--- config.mk ---
export PLATFORM = sky130hd
export DESIGN_NAME = fetch_sequencer
export DESIGN_NICKNAME = d
export VERILOG_FILES = /design/src/rtl/fetch_pkg.sv /design/src/rtl/fetch_sequencer_pc_next.sv /design/src/rtl/fetch_sequencer.sv
export SDC_FILE = /design/constraint.sdc
export NUM_CORES = 1
export LEC_CHECK = 0
export CORE_UTILIZATION = 45
export CTS_BUF_LIST = sky130_fd_sc_hd__clkbuf_4 sky130_fd_sc_hd__clkbuf_8 sky130_fd_sc_hd__clkbuf_16
export DETAILED_ROUTE_END_ITERATION = 6
export MAX_ROUTING_LAYER = met4
export PLACE_DENSITY = 0.7
export SLEW_MARGIN = 20
export SYNTH_ARGS = -nofsm -noshare
export SYNTH_HDL_FRONTEND = slang
export SYNTH_SLANG_ARGS = --single-unit
--- constraint.sdc ---
create_clock -name clk -period 4.3 [get_ports clk]
set_clock_uncertainty 0.05 [all_clocks]
set_input_delay 0.86 -clock clk [delete_from_list [all_inputs] [get_ports clk]]
set_output_delay 0.86 -clock clk [all_outputs]
set_load 0.005 [all_outputs]
--- src/rtl/fetch_pkg.sv ---
// Shared types and helpers for the fetch sequencer: state encoding and
// the program base-address table.
package fetch_pkg;

  localparam int PC_W_DEFAULT = 10;

  typedef enum logic [1:0] {
    IDLE = 2'd0,
    LOAD = 2'd1,
    RUN  = 2'd2,
    DONE = 2'd3
  } fetch_state_t;

  // Unused select code 3 falls back to program 0.
  function automatic logic [31:0] prog_base(input logic [1:0] prog_sel,
                                             input logic [31:0] base0,
                                             input logic [31:0] base1,
                                             input logic [31:0] base2);
    case (prog_sel)
      2'd1:    return base1;
      2'd2:    return base2;
      default: return base0;
    endcase
  endfunction

endpackage

--- src/rtl/fetch_sequencer_pc_next.sv ---
// Next-PC adder: sequential pc+1 or taken jump/branch pc+1+offset, modulo 2^PC_W.
module pc_next_unit
  import fetch_pkg::*;
#(
  parameter int PC_W = PC_W_DEFAULT
) (
  input  logic                   [PC_W-1:0] pc,
  input  logic signed            [PC_W-1:0] offset,
  input  logic                              sel_pc_next,
  input  logic                              cond_true,
  output logic                   [PC_W-1:0] pc_next
);

  logic [PC_W-1:0] pc_inc;
  logic [PC_W-1:0] pc_tgt;

  assign pc_inc  = pc + {{(PC_W-1){1'b0}}, 1'b1};
  // Two's-complement add wraps naturally; negative offsets go below zero silently.
  assign pc_tgt  = pc_inc + $unsigned(offset);
  assign pc_next = (sel_pc_next && cond_true) ? pc_tgt : pc_inc;

endmodule

--- src/rtl/fetch_sequencer.sv ---
// Program counter owner and run/stop handshake between the request interface
// and the instruction decoder.
module fetch_sequencer
  import fetch_pkg::*;
#(
  parameter int          PC_W       = PC_W_DEFAULT,
  parameter int          CYC_W      = 16,
  parameter logic [31:0] PROG0_BASE = 32'd0,
  parameter logic [31:0] PROG1_BASE = 32'd128,
  parameter logic [31:0] PROG2_BASE = 32'd256
) (
  input  logic                     clk,
  input  logic                     reset,
  input  logic                     req,
  input  logic        [1:0]        prog_sel,
  output logic                     start,
  input  logic                     done_in,
  input  logic                     wpc_en,
  input  logic                     sel_pc_next,
  input  logic                     cond_true,
  input  logic signed [PC_W-1:0]   offset,
  output logic        [PC_W-1:0]   pc,
  output logic                     busy,
  output logic                     ack,
  output logic        [CYC_W-1:0]  cycle_count
);

  fetch_state_t    state;
  logic [PC_W-1:0] base_q;
  logic [PC_W-1:0] pc_next;

  function automatic logic [CYC_W-1:0] sat_inc(input logic [CYC_W-1:0] v);
    return (&v) ? v : v + {{(CYC_W-1){1'b0}}, 1'b1};
  endfunction

  // The decoder is held in start everywhere except while a program is running.
  assign start = (state != RUN);

  pc_next_unit #(
    .PC_W(PC_W)
  ) u_pc_next (
    .pc          (pc),
    .offset      (offset),
    .sel_pc_next (sel_pc_next),
    .cond_true   (cond_true),
    .pc_next     (pc_next)
  );

  always_ff @(posedge clk) begin
    if (reset) begin
      state       <= IDLE;
      pc          <= '0;
      base_q      <= '0;
      busy        <= 1'b0;
      ack         <= 1'b0;
      cycle_count <= '0;
    end else begin
      case (state)
        IDLE: begin
          ack <= 1'b0;
          if (req) begin
            base_q <= PC_W'(prog_base(prog_sel, PROG0_BASE, PROG1_BASE, PROG2_BASE));
            busy   <= 1'b1;
            state  <= LOAD;
          end
        end
        LOAD: begin
          pc          <= base_q;
          cycle_count <= '0;
          busy        <= 1'b1;
          state       <= RUN;
        end
        RUN: begin
          cycle_count <= sat_inc(cycle_count);
          // Terminate wins over any jump fetched in the same cycle; pc holds.
          if (done_in) begin
            busy  <= 1'b0;
            ack   <= 1'b1;
            state <= DONE;
          end else if (wpc_en) begin
            pc <= pc_next;
          end
        end
        DONE: begin
          ack   <= 1'b0;
          state <= IDLE;
        end
        default: state <= IDLE;
      endcase
    end
  end

endmodule

# [Word level (Yosys, flattened, before mapping)]
# Cells that the tools add are included.
[totals] regBits=40 out_inout_bits=29 inputBits=19 word_cells=48
[classes] n_reduce_logical=13 eq_ne=11 addsub=3 mux=15
[ops] op="$pmux W16 S2" n=1
[ops] op="$mux W10" n=3
[ops] op="$pmux W10 S2" n=1
[ops] op="$pmux W9 S2" n=1
[ops] op="$add A16 B1 Y16 const B" n=1
[ops] op="$mux W16" n=1
[ops] op="$reduce_and A16 Y1" n=1
[ops] op="$ne A2 B2 Y1 const B" n=6
[ops] op="$add A10 B1 Y10 const B" n=1
[ops] op="$add A10 B10 Y10" n=1
[ops] op="$pmux W2 S4" n=1
[ops] op="$reduce_and A2 Y1" n=4
[ops] op="$eq A2 B2 Y1 const B" n=3
[ops] op="$reduce_and A3 Y1" n=2
[ops] op="$eq A2 B1 Y1 const B" n=2
[ops] op="$mux W2" n=2
[ops] op="$reduce_bool A2 Y1" n=2
[ops] op="$mux W1" n=3
[ops] op="$pmux W1 S3" n=1
[ops] op="$reduce_bool A3 Y1" n=1
[ops] op="$logic_not A2 Y1" n=1
[ops] op="$pmux W1 S2" n=1
[ops] op="$reduce_or A2 Y1" n=1
[ops] op="$logic_and A1 B1 Y1" n=1

# [Longest topological paths before layout]
# Gate-level depths: netlist of the first run.
[logic_depth] depth_word=6 ltp_mapped=12 ltp_nobuf=12

# [Modules after synthesis]
# From an unflattened synthesis of the first run, not the netlist that was laid out.
[unflattened] cells_unflattened=298 area_unflattened_um2=2359.8
[by_module_without_submodules] mod="fetch_sequencer" seq_area_each_um2=640.6 cells_per_inst=209 instances=1 area_each_um2=1720.4
[by_module_without_submodules] mod="pc_next_unit" seq_area_each_um2=0.0 cells_per_inst=89 instances=1 area_each_um2=639.4

# [Worst setup path before layout of the first run]
# No wires, ideal clock.
[synth_path] path_type="register to register" start="reg pc[0]" end="reg pc[9]" synth_period_minus_slack_ps=2629 required_ps=4162 t_arrival_ps=2490 path_stages_with_launch=13 path_buffers=0 setup_ps=88 slack_ps=1671 path_cell_list="dfxtp_1 -> ha_1 -> inv_1 -> nor4_1 -> xor2_1 -> ha_1 -> nor2_1 -> a21oi_1 -> or2_2 -> a21boi_4 -> nor3_2 -> mux2i_1 -> o32ai_2"
[synth_between] elab_chain_len=6
[synth_lines] item="from (decl)" line_no="fetch_sequencer.sv:22" rtl="output logic [PC_W-1:0] pc,"
[synth_lines] item="from (signal assigned)" line_no="fetch_sequencer.sv:68" rtl="pc <= base_q;"
[synth_lines] item="from (signal assigned)" line_no="fetch_sequencer.sv:81" rtl="pc <= pc_next;"
[synth_lines] item="$add A10 B1 Y10 (*)" line_no="fetch_sequencer_pc_next.sv:17" rtl="assign pc_inc = pc + {{(PC_W-1){1'b0}}, 1'b1};"
[synth_lines] item="$add A10 B10 Y10" line_no="fetch_sequencer_pc_next.sv:19" rtl="assign pc_tgt = pc_inc + $unsigned(offset);"
[synth_lines] item="$mux W10 (*)" line_no="fetch_sequencer_pc_next.sv:20" rtl="assign pc_next = (sel_pc_next && cond_true) ? pc_tgt : pc_inc;"
[synth_lines] item="$mux W10 (*)" line_no="fetch_sequencer.sv:80" rtl="end else if (wpc_en) begin"
[synth_lines] item="$mux W10 (*)" line_no="fetch_sequencer.sv:76" rtl="if (done_in) begin"
[synth_lines] item="$pmux W10 S2 (*)" line_no="fetch_sequencer.sv:58" rtl="case (state)"
# Every way passes the cells marked *; elsewhere a longest branch is shown, timed or not. The select of a mux whose other input is x is not followed.
# A chain may end at the register's enable or synchronous reset.

# [Worst setup path after layout of the first run]
# Same ends and word-level chain as after synthesis.

==> summary.md, run 1 <==
| Metric | Value |
|---|---|
| Hold_buf cts | 0 |
| Clk Tree Root Cell | sky130_fd_sc_hd__clkbuf_8 |
| Total length of routed wires | 5180 µm |
| Vias in the first global route | 1891 |
| Insertion delay to the later sink of the worst-skew pair | 280 ps |
| Via count normalized by instance count | 5.54 |
| Yosys cell types | 48 |
| Count of state elements after synthesis | 32 |
| Die extent in y | 71.3 µm |
| Power density cells | 389 nW/µm² |
| Final number of setup-violating endpoints | 0 |
| Count of final hold-check violations | 0 |
| Area of placed instances | 2670 µm² |
| Number of primary I/O pins | 48 |
| Total die area | 5090 µm² |
| EDFF count, synth | 0 |
| Post_cts resized | 0 |
| Number of nets still failing antenna checks after routing | 0 |
| Data arrival time of the critical path | 3140 ps |
| Net Count, Synth | 312 |
| Tightest hold margin | 434 ps |
| Buffer levels on the longest clock path | 2 |
| Largest family of logic cells by synthesized area | simple AND/OR/NAND/NOR gates |
| Htree depth | 2 |
| First-pass GRT wire length | 8820 µm |
| Average cell area after synthesis | 7.86 µm² |
| Fraction of post-synthesis cell area in the top cell type by area | 0.296 |
| Flip-flop cell with the highest count after synthesis | sky130_fd_sc_hd__dfxtp_1 |
| Antenna diode count | 0 |
| Die boundary width | 71.3 µm |
| Violated checks | design-rule violations |
| Count of pins over their slew limit | 0 |
| Initial antenna violation count | 0 |
| Headroom to the max-slew limit | 0.449 |
| Final global-route overflow total | 0 |
| Share of the clock period used by the worst path after layout | 0.696 |
| Post-Syn Area | 2160 µm² |
| Maximum number of pins on one net before global-route repair | 23 |
| Final RePlAce weighted congestion | 0.819 |
| Setup WS post-layout | 1310 ps |
| Worst-Margin Slew | 824 ps |
| Via count | 2072 |
| Required time at the worst-slack endpoint | 4450 ps |
| Relative area change from synthesis to final layout | 28.1% |
| Place WS | 1170 ps |
| Fill count | 422 |
| Mux share of post-synthesis cell area | 0.00463 |
| Nets | 359 |
| Placed Instances | 367 |
| Post-Synth Simple-Gate Area | 0.288 |
| Detailed placer's ending HPWL | 3880 µm |
| Largest cells by area after synthesis | sky130_fd_sc_hd__dfxtp_1 30%, sky130_fd_sc_hd__ha_1 9.8%, sky130_fd_sc_hd__nor2_1 6.3% |
| Layout cells sized above 1 | 0.0652 |
| TritonCTS clock tree | done |
| Adder-cell share of the synthesized area | 0.108 |
| Synth Instances | 275 |
| Final TNS setup | 0 ps |
| Total Routing Usage GR | 0.224 |
| Starting DRT DRC Count | 152 |
| Worst hold-check path type | register to register |
| Initial standard-cell utilization of the core | 0.483 |
| Total CTS buffers | 5 |
| Run status | finished with violations |
| Number of standard-cell rows in the floorplan | 24 |
| Port buffer count | 47 |
| Count of max-cap constraint violations | 0 |
| Clock Sink Count | 32 |
| Maximum fanout encountered on the critical timing path | 9 |
| Fraction of the yosys area taken by sequential cells | 0.296 |
| Compound-Gate Fraction of Synth Area | 0.175 |
| Leakage power summed over all cells | 1.05 nW |
| Detailed-routing iteration count for the pre-antenna-repair pass | 6 |
| Clock edge transition at the registers on the reported setup and hold paths | 60 ps |
| Dominant cell type by area after synthesis | sky130_fd_sc_hd__dfxtp_1 |
| Utilization after layout | 0.619 |
| Number of cells in the finished layout apart from fillers | 374 |
| Parity-gate share of the synthesized area counting xor and xnor cells | 0.101 |
| Placeable core region | 4470 µm² |
| Number of buffers inserted by post-CTS setup repair | 0 |
| Kind of start point of the critical path | register |
| Crit Path Category | register to register |
| Final routed DRC violation total | 2 |
| Warning count from the yosys run | 0 |
| Post-detailed-route wirelength per cell | 13.8 µm |
| Async S/R FF share, synth | 0 |
| Unrepaired setup endpoints after global routing | no |
| Min Tclk post-route | 2990 ps |
| Peak ir drop on the vdd network | 0.272 mV |
| Cell area after layout | 2770 µm² |
| Sort of element at the end of the critical path | register |
| Max Clk Rate | 0.334 GHz |
| Sum of internal, switching and leakage power | 1.08 mW |
registers in the layout, indices dropped and copies added, names as in the netlist:
register,count
ack,1
base_q,2
busy,1
cycle_count,16
pc,10
state,2
layout make-up:
type | count | area, µm² | area share
Multi-Input combinational cell | 228 | 1460 | 0.528
Sequential cell | 32 | 641 | 0.231
Timing Repair Buffer | 48 | 478 | 0.173
Clock buffer | 7 | 96.3 | 0.0348
Tap cell | 52 | 65.1 | 0.0235
Inverter | 7 | 26.3 | 0.00949
critical path, cell delays in order (launching register included):
cell,delay (ps)
sky130_fd_sc_hd__dfxtp_1,510
sky130_fd_sc_hd__ha_1,330
sky130_fd_sc_hd__nand3_1,120
sky130_fd_sc_hd__xnor2_1,220
sky130_fd_sc_hd__ha_1,350
sky130_fd_sc_hd__a21oi_2,160
sky130_fd_sc_hd__nand2_1,80
sky130_fd_sc_hd__a221o_1,430
sky130_fd_sc_hd__nor3_2,270
sky130_fd_sc_hd__nor3_2,80
sky130_fd_sc_hd__mux2i_1,130
sky130_fd_sc_hd__o32ai_2,180
layout by cell type (no fill, tap or decap), drive strengths merged, types with 2 or more instances in the layout:
cell	n
a31oi	4
ha	17
a21o	5
and4	4
xnor2	12
clkbuf	7
nor2	37
clkdlybuf4s50	47
nor3	12
and2	3
nor3b	2
a21oi	23
a211oi	2
nand3	16
inv	7
dfxtp	32
nand4	4
nor2b	5
and3	4
nor4	4
xor2	13
nand2	30
o21ai	15
metal layers:
layer  wire, µm  global-route usage  vias up
li1           -                   -     1065
met1       2500               0.301      949
met2       2400               0.351       54
met3        241              0.0394        4
met4         37              0.0533        0
met5          0                   -        -
synthesized netlist by cell type (all sizes together) (6+ instances only):
| library cell | number |
|---|---|
| nor2 | 37 |
| dfxtp | 32 |
| nand2 | 30 |
| a21oi | 23 |
| ha | 17 |
| nand3 | 16 |
| o21ai | 15 |
| xor2 | 13 |
| nor3 | 12 |
| xnor2 | 12 |
| inv | 7 |
| clkbuf | 6 |
cells by family (layout without fill, tap and decap cells):
| kind of cell | count (synthesis) | count (layout) |
|---|---|---|
| simple gates | 125 | 125 |
| compound gates | 59 | 59 |
| flops | 32 | 32 |
| xor+xnor | 25 | 25 |
| fa+ha+maj | 18 | 18 |
| buf+inv | 15 | 62 |
| mux | 1 | 1 |
final timing paths:
check / startpoint / endpoint / slack (ps) / cells past startpoint
setup / recovery: pc[0]$_SDFFE_PP0P_ / pc[9]$_SDFFE_PP0P_ / 1310 / 11
hold / removal: ack$_SDFFE_PP0P_ / ack$_SDFFE_PP0P_ / 430 / 2
setup reg to reg: pc[0]$_SDFFE_PP0P_ / pc[9]$_SDFFE_PP0P_ / 1310 / 11
hold reg to reg: ack$_SDFFE_PP0P_ / ack$_SDFFE_PP0P_ / 430 / 2
where the power goes:
group          leakage [nW]  internal (mW)  switching (mW)
clock network        0.0503          0.142           0.107
registers             0.259          0.328          0.0345
logic                 0.738          0.188           0.278
total                  1.05          0.659           0.420
Power figures use the tool's default switching activity.
==> run 2: changes to the inputs <==
==> constraint.sdc (replaced) <==
create_clock -name clk -period 2.98 [get_ports clk]
set_clock_uncertainty 0.05 [all_clocks]
set_input_delay 0.596 -clock clk [delete_from_list [all_inputs] [get_ports clk]]
set_output_delay 0.596 -clock clk [all_outputs]
set_load 0.005 [all_outputs]
==> summary.md, run 2 (synthesis gave the netlist of run 1 again) <==
| Metric | Value |
|---|---|
| Hold_buf cts | 0 (unchanged) |
| Share of the clock period used by the worst path after layout | 0.922 (was 0.696) |
| Run status | finished with violations (unchanged) |
| Count of final hold-check violations | 0 (unchanged) |
| Total die area | 5090 µm² (unchanged) |
| Library cell appearing most often on the critical path | sky130_fd_sc_hd__and3_1 |
| Number of standard-cell rows in the floorplan | 24 (unchanged) |
| Final global-route overflow total | 0 (unchanged) |
| Peak ir drop on the vdd network | 0.371 mV (was 0.272 mV) |
| Initial antenna violation count | 0 (unchanged) |
| Worst hold-check path type | register to register (unchanged) |
| Final number of setup-violating endpoints | 0 (unchanged) |
| Crit Path Category | register to register (unchanged) |
| Required time at the worst-slack endpoint | 3110 ps (was 4450 ps) |
| Clock Sink Count | 32 (unchanged) |
| Largest registers ranked by flip-flop count | cycle_count x16, pc x10 (unchanged) |
| Sort of element at the end of the critical path | register (unchanged) |
| Vias in the first global route | 1892 (was 1891) |
| Via count | 2078 (was 2072) |
| Relative area change from synthesis to final layout | 30.1% (was 28.1%) |
| Initial standard-cell utilization of the core | 0.483 (unchanged) |
| Post-detailed-route wirelength per cell | 13.3 µm (was 13.8 µm) |
| Most common library cell in the layout ignoring fill and taps | sky130_fd_sc_hd__clkdlybuf4s50_1 (unchanged) |
| Final routed DRC violation total | 2 (unchanged) |
| Worst-Margin Slew | 538 ps (was 824 ps) |
| First-pass GRT wire length | 8610 µm (was 8820 µm) |
| Insertion delay to the later sink of the worst-skew pair | 290 ps (was 280 ps) |
| Data arrival time of the critical path | 2880 ps (was 3140 ps) |
| Antenna diode count | 0 (unchanged) |
| Placeable core region | 4470 µm² (unchanged) |
| Die boundary width | 71.3 µm (unchanged) |
| Commonest cells after routing, fill and taps aside | 47 x sky130_fd_sc_hd__clkdlybuf4s50_1, 36 x sky130_fd_sc_hd__nor2_1, 31 x sky130_fd_sc_hd__dfxtp_1 (was 47 x sky130_fd_sc_hd__clkdlybuf4s50_1, 36 x sky130_fd_sc_hd__nor2_1, 32 x sky130_fd_sc_hd__dfxtp_1) |
| Htree depth | 2 (unchanged) |
| Total CTS buffers | 5 (unchanged) |
| TritonCTS clock tree | done (unchanged) |
| Min Tclk post-route | 2750 ps (was 2990 ps) |
| Detailed-routing iteration count for the pre-antenna-repair pass | 7 (was 6) |
| Violated checks | design-rule violations (unchanged) |
| Leakage power summed over all cells | 1.07 nW (was 1.05 nW) |
| Layout cells sized above 1 | 0.0884 (was 0.0652) |
| Highest-delay cell along the critical path | sky130_fd_sc_hd__a221o_1 (was sky130_fd_sc_hd__dfxtp_1) |
| Clk Tree Root Cell | sky130_fd_sc_hd__clkbuf_8 (unchanged) |
| Count of pins over their slew limit | 0 (unchanged) |
| Buffer levels on the longest clock path | 2 (unchanged) |
| Nets | 364 (was 359) |
| Port buffer count | 47 (unchanged) |
| Unrepaired setup endpoints after global routing | no (unchanged) |
| Count of max-cap constraint violations | 0 (unchanged) |
| Tightest hold margin | 432 ps (was 434 ps) |
| Final TNS setup | 0 ps (unchanged) |
| Maximum fanout encountered on the critical timing path | 5 (was 9) |
| Maximum number of pins on one net before global-route repair | 18 (was 23) |
| Headroom to the max-slew limit | 0.641 (was 0.449) |
| Total length of routed wires | 5070 µm (was 5180 µm) |
| Critical Path Max Stage Delay | 390 ps (was 510 ps) |
| Number of buffers inserted by post-CTS setup repair | 0 (unchanged) |
| Total Routing Usage GR | 0.221 (was 0.224) |
| GR met1 Demand/Resource | 0.280 (was 0.301) |
| Starting DRT DRC Count | 91 (was 152) |
| Post_cts resized | 0 (unchanged) |
| Number of flip-flops under the largest register name | 16 (unchanged) |
| Number of nets still failing antenna checks after routing | 0 (unchanged) |
| Detailed placer's ending HPWL | 3880 µm (about the same) |
| Met3 layer usage reported by global route | 0.0408 (was 0.0394) |
| Final RePlAce weighted congestion | 0.823 (was 0.819) |
| Via count normalized by instance count | 5.47 (was 5.54) |
| Number of primary I/O pins | 48 (unchanged) |
| Die extent in y | 71.3 µm (unchanged) |
| Power density cells | 552 nW/µm² (was 389 nW/µm²) |
| Clock edge transition at the registers on the reported setup and hold paths | 70 ps (was 60 ps) |
| GRT met2 Usage | 0.347 (was 0.351) |
| Most crowded layer after global routing | met2 (unchanged) |
| CP cell instances | and3_1 -> and3_1 -> xor2_2 -> ha_1 -> and4_1 -> a221o_1 -> a21boi_4 -> nor3_2 -> mux2i_1 -> o32ai_2 (was ha_1 -> nand3_1 -> xnor2_1 -> ha_1 -> a21oi_2 -> nand2_1 -> a221o_1 -> nor3_2 -> nor3_2 -> mux2i_1 -> o32ai_2) |
| Max Clk Rate | 0.364 GHz (was 0.334 GHz) |
| Kind of start point of the critical path | register (unchanged) |
| Largest reg by FF count | cycle_count (unchanged) |
-- run 2: cell count changes in the layout (fill, tap and decap cells not counted) --
cell / before / now
sky130_fd_sc_hd__xor2_2: 0 / 1
sky130_fd_sc_hd__clkinv_2: 0 / 2
sky130_fd_sc_hd__dfxtp_1: 32 / 31
sky130_fd_sc_hd__xor2_1: 13 / 12
sky130_fd_sc_hd__clkbuf_8: 7 / 6
sky130_fd_sc_hd__buf_4: 1 / 6
sky130_fd_sc_hd__dfxtp_2: 0 / 1
-- run 2: routing by layer --
layer	share of wire	routed length (µm)	up-vias
met5	0	0	-
met4	0.022	112	0
met3	0.039	196	12
met2	0.43	2190	46
met1	0.51	2570	940
li1	-	-	1080
-- run 2: critical path, delay by kind of cell (launching register included) --
kind | cells | cell delay, ps
adders and majority gates | 1 | 290
DFF | 1 | 380
muxes | 1 | 250
xor gates and xnor gates | 1 | 210
AOI/OAI and AO/OA | 3 | 650
and+or+nand+nor | 4 | 780
-- run 2: area by class of cell --
type	instances	area, µm²
Timing Repair Buffer	53	515
Multi-Input combinational cell	228	1470
Inverter	7	26.3
Fill cell	396	1660
Tap cell	52	65.1
Clock inverter	2	10.0
Sequential cell	32	642
Clock buffer	6	82.6
-- run 2: report_power, final --
group	internal [mW]	total [mW]	switching [mW]
Sequential	0.473	0.521	0.0475
Clock	0.184	0.351	0.167
Combinational	0.274	0.681	0.407
Total	0.932	1.55	0.621
-- run 2: path summary, 6_finish.rpt --
path                            cells past startpoint                from                 end  slack (ps)
worst max-delay path                               10  pc[4]$_SDFFE_PP0P_  pc[9]$_SDFFE_PP0P_         230
worst max register to register                     10  pc[4]$_SDFFE_PP0P_  pc[9]$_SDFFE_PP0P_         230
worst min-delay path                                2    ack$_SDFFE_PP0P_    ack$_SDFFE_PP0P_         430
worst min register to register                      2    ack$_SDFFE_PP0P_    ack$_SDFFE_PP0P_         430
-- run 2: through the flow --
stage / total power [mW] / utilization / worst slack (ps) / area, µm² / cells
2_1_floorplan: 0.994 / - / 351 / 2160 / 275
3_3_place_gp: 1.21 / 0.606 / 182 / 2710 / 372
3_5_place_dp: 1.21 / 0.606 / 98.1 / 2710 / 372
4_1_cts: 1.56 / 0.627 / 106 / 2800 / 380
5_1_grt: 1.68 / 0.629 / 17.6 / 2810 / 380
6_report: 1.55 / 0.629 / 234 / 2810 / 380
==> run 3: changes to the inputs <==
--- a/config.mk
+++ b/config.mk
@@ -10,6 +10,7 @@
 export DETAILED_ROUTE_END_ITERATION = 6
 export MAX_ROUTING_LAYER = met4
 export PLACE_DENSITY = 0.7
+export SETUP_SLACK_MARGIN = 0.1
 export SLEW_MARGIN = 20
 export SYNTH_ARGS = -nofsm -noshare
 export SYNTH_HDL_FRONTEND = slang
==> summary.md, run 3 (synthesis gave the netlist of run 1 again) <==
| Metric | Value |
|---|---|
| Required time at the worst-slack endpoint | 3110 ps (about the same) |
| Headroom to the max-slew limit | 0.631 (was 0.641) |
| Antenna diode count | 0 (unchanged) |
| Count of pins over their slew limit | 0 (unchanged) |
| Final global-route overflow total | 0 (unchanged) |
| Sort of element at the end of the critical path | register (unchanged) |
| Buffer levels on the longest clock path | 2 (unchanged) |
| Startpoint of the most critical hold path | ack$_SDFFE_PP0P_ (unchanged) |
| Tightest hold margin | 432 ps (about the same) |
| Starting DRT DRC Count | 83 (was 91) |
| Most common library cell in the layout ignoring fill and taps | sky130_fd_sc_hd__clkdlybuf4s50_1 (unchanged) |
| Port buffer count | 47 (unchanged) |
| Placeable core region | 4470 µm² (unchanged) |
| Launching point of the worst reg2reg path | pc[0]$_SDFFE_PP0P_ (was pc[4]$_SDFFE_PP0P_) |
| Layout cells sized above 1 | 0.101 (was 0.0884) |
| Slack of the worst reg-to-reg path | 230 ps (about the same) |
| Die boundary width | 71.3 µm (unchanged) |
| Leakage power summed over all cells | 1.08 nW (was 1.07 nW) |
| Final TNS setup | 0 ps (unchanged) |
| Count of max-cap constraint violations | 0 (unchanged) |
| Cell count of the worst reg-to-reg path | 11 (was 10) |
| Number of nets still failing antenna checks after routing | 0 (unchanged) |
| Worst-Margin Slew | 552 ps (was 538 ps) |
| Min Tclk post-route | 2750 ps (about the same) |
| Insertion delay to the later sink of the worst-skew pair | 290 ps (about the same) |
| Data arrival time of the critical path | 2880 ps (about the same) |
| Final routed DRC violation total | 2 (unchanged) |
| Number of buffers inserted by post-CTS setup repair | 0 (unchanged) |
| Total die area | 5090 µm² (unchanged) |
| Total length of routed wires | 5130 µm (was 5070 µm) |
| Clock edge transition at the registers on the reported setup and hold paths | 70 ps (about the same) |
| Commonest cells after routing, fill and taps aside | 47 x sky130_fd_sc_hd__clkdlybuf4s50_1, 36 x sky130_fd_sc_hd__nor2_1, 31 x sky130_fd_sc_hd__dfxtp_1 (unchanged) |
| Fill count | 392 (was 396) |
| Power density cells | 553 nW/µm² (was 552 nW/µm²) |
| Crit Path Category | register to register (unchanged) |
| Total Routing Usage GR | 0.221 (unchanged) |
| First-pass GRT wire length | 8610 µm (unchanged) |
| Count of final hold-check violations | 0 (unchanged) |
| Maximum fanout encountered on the critical timing path | 6 (was 5) |
| Final RePlAce weighted congestion | 0.823 (unchanged) |
| Endpoint of the worst hold path | ack$_SDFFE_PP0P_ (unchanged) |
| Unrepaired setup endpoints after global routing | no (unchanged) |
| R2R Path End | pc[9]$_SDFFE_PP0P_ (unchanged) |
| Clock Sink Count | 32 (unchanged) |
| Vias in the first global route | 1892 (unchanged) |
| Run status | finished with violations (unchanged) |
| Hold Path Stages | 2 (unchanged) |
| TritonCTS clock tree | done (unchanged) |
| Initial standard-cell utilization of the core | 0.483 (unchanged) |
| Initial antenna violation count | 0 (unchanged) |
| Largest registers ranked by flip-flop count | cycle_count x16, pc x10 (unchanged) |
| Largest reg by FF count | cycle_count (unchanged) |
| Violated checks | design-rule violations (unchanged) |
| Number of standard-cell rows in the floorplan | 24 (unchanged) |
| Maximum number of pins on one net before global-route repair | 18 (unchanged) |
| Detailed placer's ending HPWL | 3880 µm (unchanged) |
| Worst hold-check path type | register to register (unchanged) |
| Utilization after layout | 0.635 (was 0.629) |
| Via count normalized by instance count | 5.50 (was 5.47) |
| Sum of internal, switching and leakage power | 1.57 mW (was 1.55 mW) |
| Total CTS buffers | 5 (unchanged) |
| Area of the multi-input gates | 1500 µm² (was 1470 µm²) |
| Htree depth | 2 (unchanged) |
| Placed Instances | 372 (unchanged) |
| Peak ir drop on the vdd network | 0.373 mV (was 0.371 mV) |
| Number of cells in the finished layout apart from fillers | 380 (unchanged) |
| Kind of start point of the critical path | register (unchanged) |
| Post-detailed-route wirelength per cell | 13.5 µm (was 13.3 µm) |
| Post_cts resized | 0 (unchanged) |
| Relative area change from synthesis to final layout | 31.4% (was 30.1%) |
| Final number of setup-violating endpoints | 0 (unchanged) |
| Via count | 2090 (was 2078) |
| Combined flip-flop and latch cell area | 642 µm² (unchanged) |
| Die extent in y | 71.3 µm (unchanged) |
| Nets | 364 (unchanged) |
| Hold_buf cts | 0 (unchanged) |
| Clk Tree Root Cell | sky130_fd_sc_hd__clkbuf_8 (unchanged) |
| Number of flip-flops under the largest register name | 16 (unchanged) |
| Number of primary I/O pins | 48 (unchanged) |
| Share of the clock period used by the worst path after layout | 0.923 (was 0.922) |
| Detailed-routing iteration count for the pre-antenna-repair pass | 7 (unchanged) |
| Max Clk Rate | 0.364 GHz (about the same) |
-- run 3: cell counts in the layout (fill, tap and decap cells not counted) --
Identical to the previous run, type by type.
-- run 3: cell type report --
type | instances | area share
clock buffer | 6 | 0.0291
clock inverter | 2 | 0.00352
inverter | 7 | 0.00925
multi-input combinational | 228 | 0.528
sequential | 32 | 0.226
tap | 52 | 0.0229
timing repair buffer | 53 | 0.181
-- run 3: worst max-delay path, stage by stage, from the launching register on --
cell and delay (ps):
sky130_fd_sc_hd__dfxtp_1 340, sky130_fd_sc_hd__ha_1 240, sky130_fd_sc_hd__nand3_1 120, sky130_fd_sc_hd__xnor2_1 230, sky130_fd_sc_hd__ha_1 350, sky130_fd_sc_hd__a21oi_2 140, sky130_fd_sc_hd__nand2_1 80, sky130_fd_sc_hd__a221o_1 430
sky130_fd_sc_hd__a21boi_4 180, sky130_fd_sc_hd__nor3_2 130, sky130_fd_sc_hd__mux2i_1 250, sky130_fd_sc_hd__o32ai_2 90
-- run 3: power by group --
part	switching [mW]	internal, mW
combinational	0.412	0.287
sequential	0.0501	0.473
clock	0.165	0.184
total	0.628	0.944
-- run 3: layer usage --
layer  up-vias  part of all wire  track usage
met5         -                 0            -
met4         0             0.020       0.0933
met3        10             0.042       0.0408
met2        53              0.44        0.347
met1       949              0.49        0.280
li1       1078                 -            -
-- run 3: stage by stage --
stage               setup slack, ps  instance area [µm²]
CTS                             106                 2800
global placement                182                 2710
global route                    105                 2840
floorplan                       351                 2160
detailed placement             98.1                 2710
finish                          231                 2840
-- run 3: how the worst max path moves through the flow --
stage | startpoint | end | slack [ps] | cells after the start
after floorplan | pc[0]$_SDFFE_PP0P_ | pc[9]$_SDFFE_PP0P_ | 350 | 12
after global placement | offset[4] | pc[9]$_SDFFE_PP0P_ | 180 | 9
after detailed placement | offset[4] | pc[9]$_SDFFE_PP0P_ | 100 | 9
after CTS | pc[4]$_SDFFE_PP0P_ | pc[9]$_SDFFE_PP0P_ | 110 | 10
after global routing | pc[4]$_SDFFE_PP0P_ | pc[9]$_SDFFE_PP0P_ | 110 | 10
final | pc[0]$_SDFFE_PP0P_ | pc[9]$_SDFFE_PP0P_ | 230 | 11
